==> src/rtl/button_bank_if.sv <==
// Pin-side bundle for the button bank: raw pad inputs and enable in, cleaned state and pulses out.
interface button_bank_if #(
    parameter int N = 4
);
    logic [N-1:0] raw_button_i;
    logic         enable_i;
    logic [N-1:0] level_o;
    logic [N-1:0] press_o;
    logic [N-1:0] release_o;
    logic [N-1:0] held_o;

    modport master (
        output raw_button_i, enable_i,
        input  level_o, press_o, release_o, held_o
    );

    modport slave (
        input  raw_button_i, enable_i,
        output level_o, press_o, release_o, held_o
    );
endinterface

==> src/rtl/button_bank.sv <==
// N independent button channels: 2-flop sync, stability-window debounce, press/release pulses
// and optional hold-to-repeat press pulses with a held indicator.
module button_bank #(
    parameter int N               = 4,
    parameter int DEBOUNCE_CYCLES = 500000,
    parameter int REPEAT_EN       = 0,
    parameter int HOLD_CYCLES     = 25000000,
    parameter int REPEAT_CYCLES   = 5000000
) (
    input  logic         clk,
    input  logic         rst_n,
    button_bank_if.slave bus
);
    localparam int DW = $clog2(DEBOUNCE_CYCLES + 1);

    logic [N-1:0]  sync1_q;
    logic [N-1:0]  sync2_q;
    logic [N-1:0]  level_q;
    logic [N-1:0]  press_q;
    logic [N-1:0]  release_q;
    logic [DW-1:0] db_cnt_q [N];

    logic [N-1:0]  rise;
    logic [N-1:0]  fall;
    logic [N-1:0]  rep_fire;

    // A change is accepted on the sample that completes the stability window.
    always_comb begin
        rise = '0;
        fall = '0;
        for (int i = 0; i < N; i++) begin
            if (sync2_q[i] != level_q[i] && db_cnt_q[i] == DW'(DEBOUNCE_CYCLES - 1)) begin
                rise[i] = sync2_q[i];
                fall[i] = ~sync2_q[i];
            end
        end
    end

    always_ff @(posedge clk or negedge rst_n) begin
        if (!rst_n) begin
            sync1_q   <= '0;
            sync2_q   <= '0;
            level_q   <= '0;
            press_q   <= '0;
            release_q <= '0;
            for (int i = 0; i < N; i++) begin
                db_cnt_q[i] <= '0;
            end
        end else begin
            sync1_q <= bus.raw_button_i;
            sync2_q <= sync1_q;
            level_q <= (level_q | rise) & ~fall;
            for (int i = 0; i < N; i++) begin
                if (sync2_q[i] == level_q[i] || rise[i] || fall[i]) begin
                    db_cnt_q[i] <= '0;
                end else begin
                    db_cnt_q[i] <= db_cnt_q[i] + 1'b1;
                end
            end
            // Suppressed pulses are simply dropped, never replayed later.
            press_q   <= bus.enable_i ? (rise | rep_fire) : '0;
            release_q <= bus.enable_i ? fall : '0;
        end
    end

    generate
        if (REPEAT_EN != 0) begin : g_repeat
            localparam int HMAX = (HOLD_CYCLES > REPEAT_CYCLES) ? HOLD_CYCLES : REPEAT_CYCLES;
            localparam int HW   = $clog2(HMAX + 1);

            logic [HW-1:0] hold_cnt_q [N];
            logic [N-1:0]  held_q;

            // Before held rises the counter measures the initial hold, afterwards the repeat period.
            always_comb begin
                rep_fire = '0;
                for (int i = 0; i < N; i++) begin
                    if (level_q[i] && !fall[i]) begin
                        if (held_q[i]) begin
                            rep_fire[i] = (hold_cnt_q[i] == HW'(REPEAT_CYCLES - 1));
                        end else begin
                            rep_fire[i] = (hold_cnt_q[i] == HW'(HOLD_CYCLES - 1));
                        end
                    end
                end
            end

            always_ff @(posedge clk or negedge rst_n) begin
                if (!rst_n) begin
                    held_q <= '0;
                    for (int i = 0; i < N; i++) begin
                        hold_cnt_q[i] <= '0;
                    end
                end else begin
                    for (int i = 0; i < N; i++) begin
                        if (!level_q[i] || fall[i]) begin
                            hold_cnt_q[i] <= '0;
                            held_q[i]     <= 1'b0;
                        end else if (rep_fire[i]) begin
                            hold_cnt_q[i] <= '0;
                            held_q[i]     <= 1'b1;
                        end else begin
                            hold_cnt_q[i] <= hold_cnt_q[i] + 1'b1;
                        end
                    end
                end
            end

            assign bus.held_o = held_q;
        end else begin : g_no_repeat
            assign rep_fire   = '0;
            assign bus.held_o = '0;
        end
    endgenerate

    assign bus.level_o   = level_q;
    assign bus.press_o   = press_q;
    assign bus.release_o = release_q;
endmodule

==> src/flat_wrapper.sv <==
// flat-port wrapper written by rule: the top's interface ports become plain ports
module button_bank_flat 
#(
    parameter int N               = 4,
    parameter int DEBOUNCE_CYCLES = 500000,
    parameter int REPEAT_EN       = 0,
    parameter int HOLD_CYCLES     = 25000000,
    parameter int REPEAT_CYCLES   = 5000000
)
  (clk, rst_n, bus_raw_button_i, bus_enable_i, bus_level_o, bus_press_o, bus_release_o, bus_held_o);
  button_bank_if #(.N(N)) bus_i ();
  input  logic clk;
  input  logic rst_n;
  input wire logic [$bits(bus_i.raw_button_i)-1:0] bus_raw_button_i;
  input wire logic [$bits(bus_i.enable_i)-1:0] bus_enable_i;
  output wire logic [$bits(bus_i.level_o)-1:0] bus_level_o;
  output wire logic [$bits(bus_i.press_o)-1:0] bus_press_o;
  output wire logic [$bits(bus_i.release_o)-1:0] bus_release_o;
  output wire logic [$bits(bus_i.held_o)-1:0] bus_held_o;
  assign bus_i.raw_button_i = bus_raw_button_i;
  assign bus_i.enable_i = bus_enable_i;
  assign bus_level_o = bus_i.level_o;
  assign bus_press_o = bus_i.press_o;
  assign bus_release_o = bus_i.release_o;
  assign bus_held_o = bus_i.held_o;
  button_bank #(.N(N), .DEBOUNCE_CYCLES(DEBOUNCE_CYCLES), .REPEAT_EN(REPEAT_EN), .HOLD_CYCLES(HOLD_CYCLES), .REPEAT_CYCLES(REPEAT_CYCLES)) u_core (.clk(clk), .rst_n(rst_n), .bus(bus_i));
endmodule
==> config.mk <==
export PLATFORM = sky130hd
export DESIGN_NAME = button_bank_flat
export DESIGN_NICKNAME = d
export VERILOG_FILES = /design/src/rtl/button_bank_if.sv /design/src/rtl/button_bank.sv /design/src/flat_wrapper.sv
export SDC_FILE = /design/constraint.sdc
export NUM_CORES = 1
export LEC_CHECK = 0
export BUFFER_PORTS_ARGS = -buffer_cell sky130_fd_sc_hd__buf_4
export CELL_PAD_IN_SITES_DETAIL_PLACEMENT = 0
export CELL_PAD_IN_SITES_GLOBAL_PLACEMENT = 1
export CORE_ASPECT_RATIO = 1.25
export CORE_MARGIN = 2
export CORE_UTILIZATION = 45
export CTS_CLUSTER_SIZE = 25
export DETAILED_ROUTE_END_ITERATION = 10
export PLACE_DENSITY_LB_ADDON = 0.1
export SLEW_MARGIN = 5
export SYNTH_ARGS = -nofsm -noshare
export SYNTH_HDL_FRONTEND = slang
export SYNTH_SLANG_ARGS = --single-unit
==> constraint.sdc <==
create_clock -name clk -period 3.52 [get_ports clk]
set_input_delay 0.528 -clock clk [delete_from_list [all_inputs] [get_ports clk]]
set_output_delay 0.528 -clock clk [all_outputs]
set_load 0.05 [all_outputs]
==> metrics.md <==
| Metric | Value |
|---|---|
| DR vias/cell | 5.401 |
| Worst setup path endpoint | u_core.db_cnt_q[16] |
| Post-DR wirelength/cell | 14.68 µm |
| Starting Density | a little under half |
| Unrepaired setup endpoints after global routing | false |
| Ys async rst share | between 90% and 100% |
| Max cap viols | 0 |
| Core box area | 10000 µm² |
| Remaining Overflow, GRT | 0 |
| Crit-path cells | nor4_1, nand4_1, o41ai_4, nor2_1 |
| Die X | 94.17 µm |
| DP Wirelength | 6.031 mm |
| Boundary Pins | 23 |
| Num CTS Buffers | 9 |
| Final min period | 2.184 ns |
| Top-area cell type share of the netlist area | 52.53% |
| Max-slew headroom | 35.30% |
| CTS resizes | 0 |
| Skew-Pair Late Insertion Delay | 0.34 ns |
| Count of unique library cells instantiated by Yosys | 40 |
| Final Non-Filler Cells | 601 |
| Share of the core filled with cells | 51.32% |
| Final Cycle Share | 62.05% |
| DR iter-0 viols | 105 |
| Final Cell Area | 5134 µm² |
| Final WL | between 8 and 9 mm |
| IO buf count | 18 |
| Worst endpoint required time | 3.70 ns |
| Vias | 3246 |
| Synth Cell Area | 4573 µm² |
| Fin Setup TNS | 0 ns |
| Setup slack, reg-to-reg | 1.34 ns |
| TritonRoute pass-1 iters | 6 |
| Placer congestion estimate | 0.7797 |
| Min-delay worst type | primary input to async pin |
| Fmax | about 460 MHz |
| Most frequent cell after synthesis | dfrtp_1 |
| Antenna Cells | 0 |
| Crit Path Category | register to register |
| Post-DRT Antenna Nets | 0 |
| Reg2reg start | u_core.db_cnt_q[11] |
| Sequential area share after synthesis | 52.53% |
| DRC Markers | 0 |
| Placed Instance Area | 4842 µm² |
| Clock Root Buffer | clkbuf_16 |
| Postcts setup bufs | 0 |
| Crit-path max cell delay | about 0.95 ns |
| Synth area leaders | dfrtp_1 (53%), xnor2_1 (8.8%), nor2_1 (6.2%), xor2_1 (3.1%), nand4_1 (3.0%) |
| Fraction of layout cells with a size suffix above 1 | between 10% and 20% |
| Most used DFF post-synth | dfrtp_1 |
| Worst R2R End | u_core.db_cnt_q[16] |
| CTS tree | done |
| Pwr Density | 421.5 nW/µm² |
| Setup Skew | ~0.0067 ns |
| #FFs+latches synth | 96 |
| Setup violators final | 0 |
| Die H | roughly 120 µm |
| Synthesized area per cell | roughly 10 µm² |
| Cells after Synth | 443 |
| Sink Count | 96 |
| Vias in the first global route | 3210 |
| Worst Setup SP | u_core.db_cnt_q[11] |
| Actual slew at the worst max-slew pin | approximately 0.97 ns |
| Status | complete, no violations |
| First-pass GRT wire length | 15.28 mm |
| Die ar. | approximately 11000 µm² |
| Initial antenna violation count | 0 |
| CTS H-tree depth | 3 |
| Final Hold Viols | 0 |
| Fin nets | 478 |
| Synth Warn # | 0 |
| Area grow syn2layout | 12.26% |
| Setup crit end kind | register |
| Max VDD drop | 296.9 µV |
| Crit start category | register |
| Placed cells | 585 |
| Post-synth EDFFs | 0 |
| Most instantiated cells after synthesis | dfrtp_1 (96), nor2_1 (76), xnor2_1 (46) |
| All-Layer GR Usage | 17.64% |
| CP max stage cell | o41ai_4 |
| Max-slew violation count | 0 |
| Worst Path Max Fanout | 17 |
| Synth area leader | dfrtp_1 |
| CTS clk-pin slew, worst paths | 0.07 ns |
| Cell Rows | 41 |
| Pleak | around 2.1 nW |
| Final total power | 0.002164 W |
| CTS Hold Buffers Added | 0 |
| Worst endpoint data arrival time | around 2.4 ns |
| CTS Buffer Depth | 2 |
| Worst reg-to-reg path cell count | 4 |
| Maximum number of pins on one net before global-route repair | 54 |
==> how the worst min path moves through the flow <==
stage	start	to	slack (ns)	cells past startpoint
detailed placement	u_core.sync1_q[3]	u_core.sync2_q[3]	0.34	0
global route	rst_n	u_core.db_cnt_q[49]	0.27	1
CTS	rst_n	u_core.db_cnt_q[49]	0.25	1
finish	rst_n	u_core.db_cnt_q[49]	0.22	1
floorplan	rst_n	async pin	0.23	0
global placement	u_core.sync1_q[3]	u_core.sync2_q[3]	0.33	0
==> stage by stage <==
| step | setup slack [ns] | hold slack (ns) |
|---|---|---|
| finish | 1.336 | 0.2238 |
| global route | 1.126 | 0.2733 |
| CTS | 1.307 | 0.2485 |
| detailed placement | 1.336 | 0.3364 |
| global placement | 1.369 | 0.3336 |
| floorplan | 1.668 | 0.2324 |
==> state kept, by name, indices dropped and copies added, names as in the netlist, named ones only <==
signal,cells
u_core.bus.press_o,4
u_core.bus.release_o,4
u_core.db_cnt_q,76
u_core.sync1_q,4
u_core.sync2_q,4
==> cells in the final DEF (no fill, tap or decap), types with 2 or more instances in the layout <==
cell type	count
conb_1	4
xnor2_1	46
dfrtp_1	96
clkbuf_8	2
o21ai_1	3
buf_4	23
and4b_1	8
or3_1	3
and3_1	3
mux2i_1	3
nor2_1	76
nor4b_1	6
mux2_2	4
nand2_1	24
nand4_1	22
and2_1	5
xor2_1	16
nor4_1	21
ha_1	4
and4_1	3
a21oi_1	7
nand3_1	26
nor3_1	15
inv_1	14
clkbuf_16	9
o21ai_0	6
nor4bb_1	2
inv_6	2
nand4_4	2
or4_1	2
nor4_2	3
==> report_power, final <==
part / switching (W) / internal [W] / total, W
clock network: 0.000426 / 0.000523 / 0.000949
logic: 0.0000578 / 0.0000217 / 0.0000795
registers: 0.0000167 / 0.00112 / 0.00114
total: 0.000501 / 0.00166 / 0.00216
==> routing by layer <==
layer  track usage [%]  share of wire [%]  vias up
li1                  -                  -     1604
met1             24.75                 49     1588
met2             27.57                 46       44
met3             3.226                3.2       10
met4             6.473                1.4        0
met5                 0                  0        -
==> worst max-delay path, delay by kind of cell (launching register included) <==
family	cells	cell delay, ns
AO/OA/AOI/OAI	1	0.95
AND/OR/NAND/NOR	3	0.63
flip-flops	1	0.44
==> cells by family after synthesis <==
| family | share of synthesized area [%] |
|---|---|
| fa+ha+maj | 1.094 |
| simple gates | 27.22 |
| mux | 1.642 |
| xor+xnor | 11.87 |
| other cells | 0.08200 |
| compound gates | 2.736 |
| buf+inv | 2.818 |
| flops | 52.53 |
==> area by class of cell <==
| cell class | count | area, µm² |
|---|---|---|
| sequential | 96 | 2402 |
| tap | 129 | 161.4 |
| multi-input combinational | 323 | 2053 |
| inverter | 14 | 52.55 |
| timing repair buffer | 23 | 172.7 |
| fill | 954 | 4870 |
| clock buffer | 11 | 252.7 |
| clock inverter | 5 | 38.79 |
No activity file was read; power rests on OpenSTA's default activity.
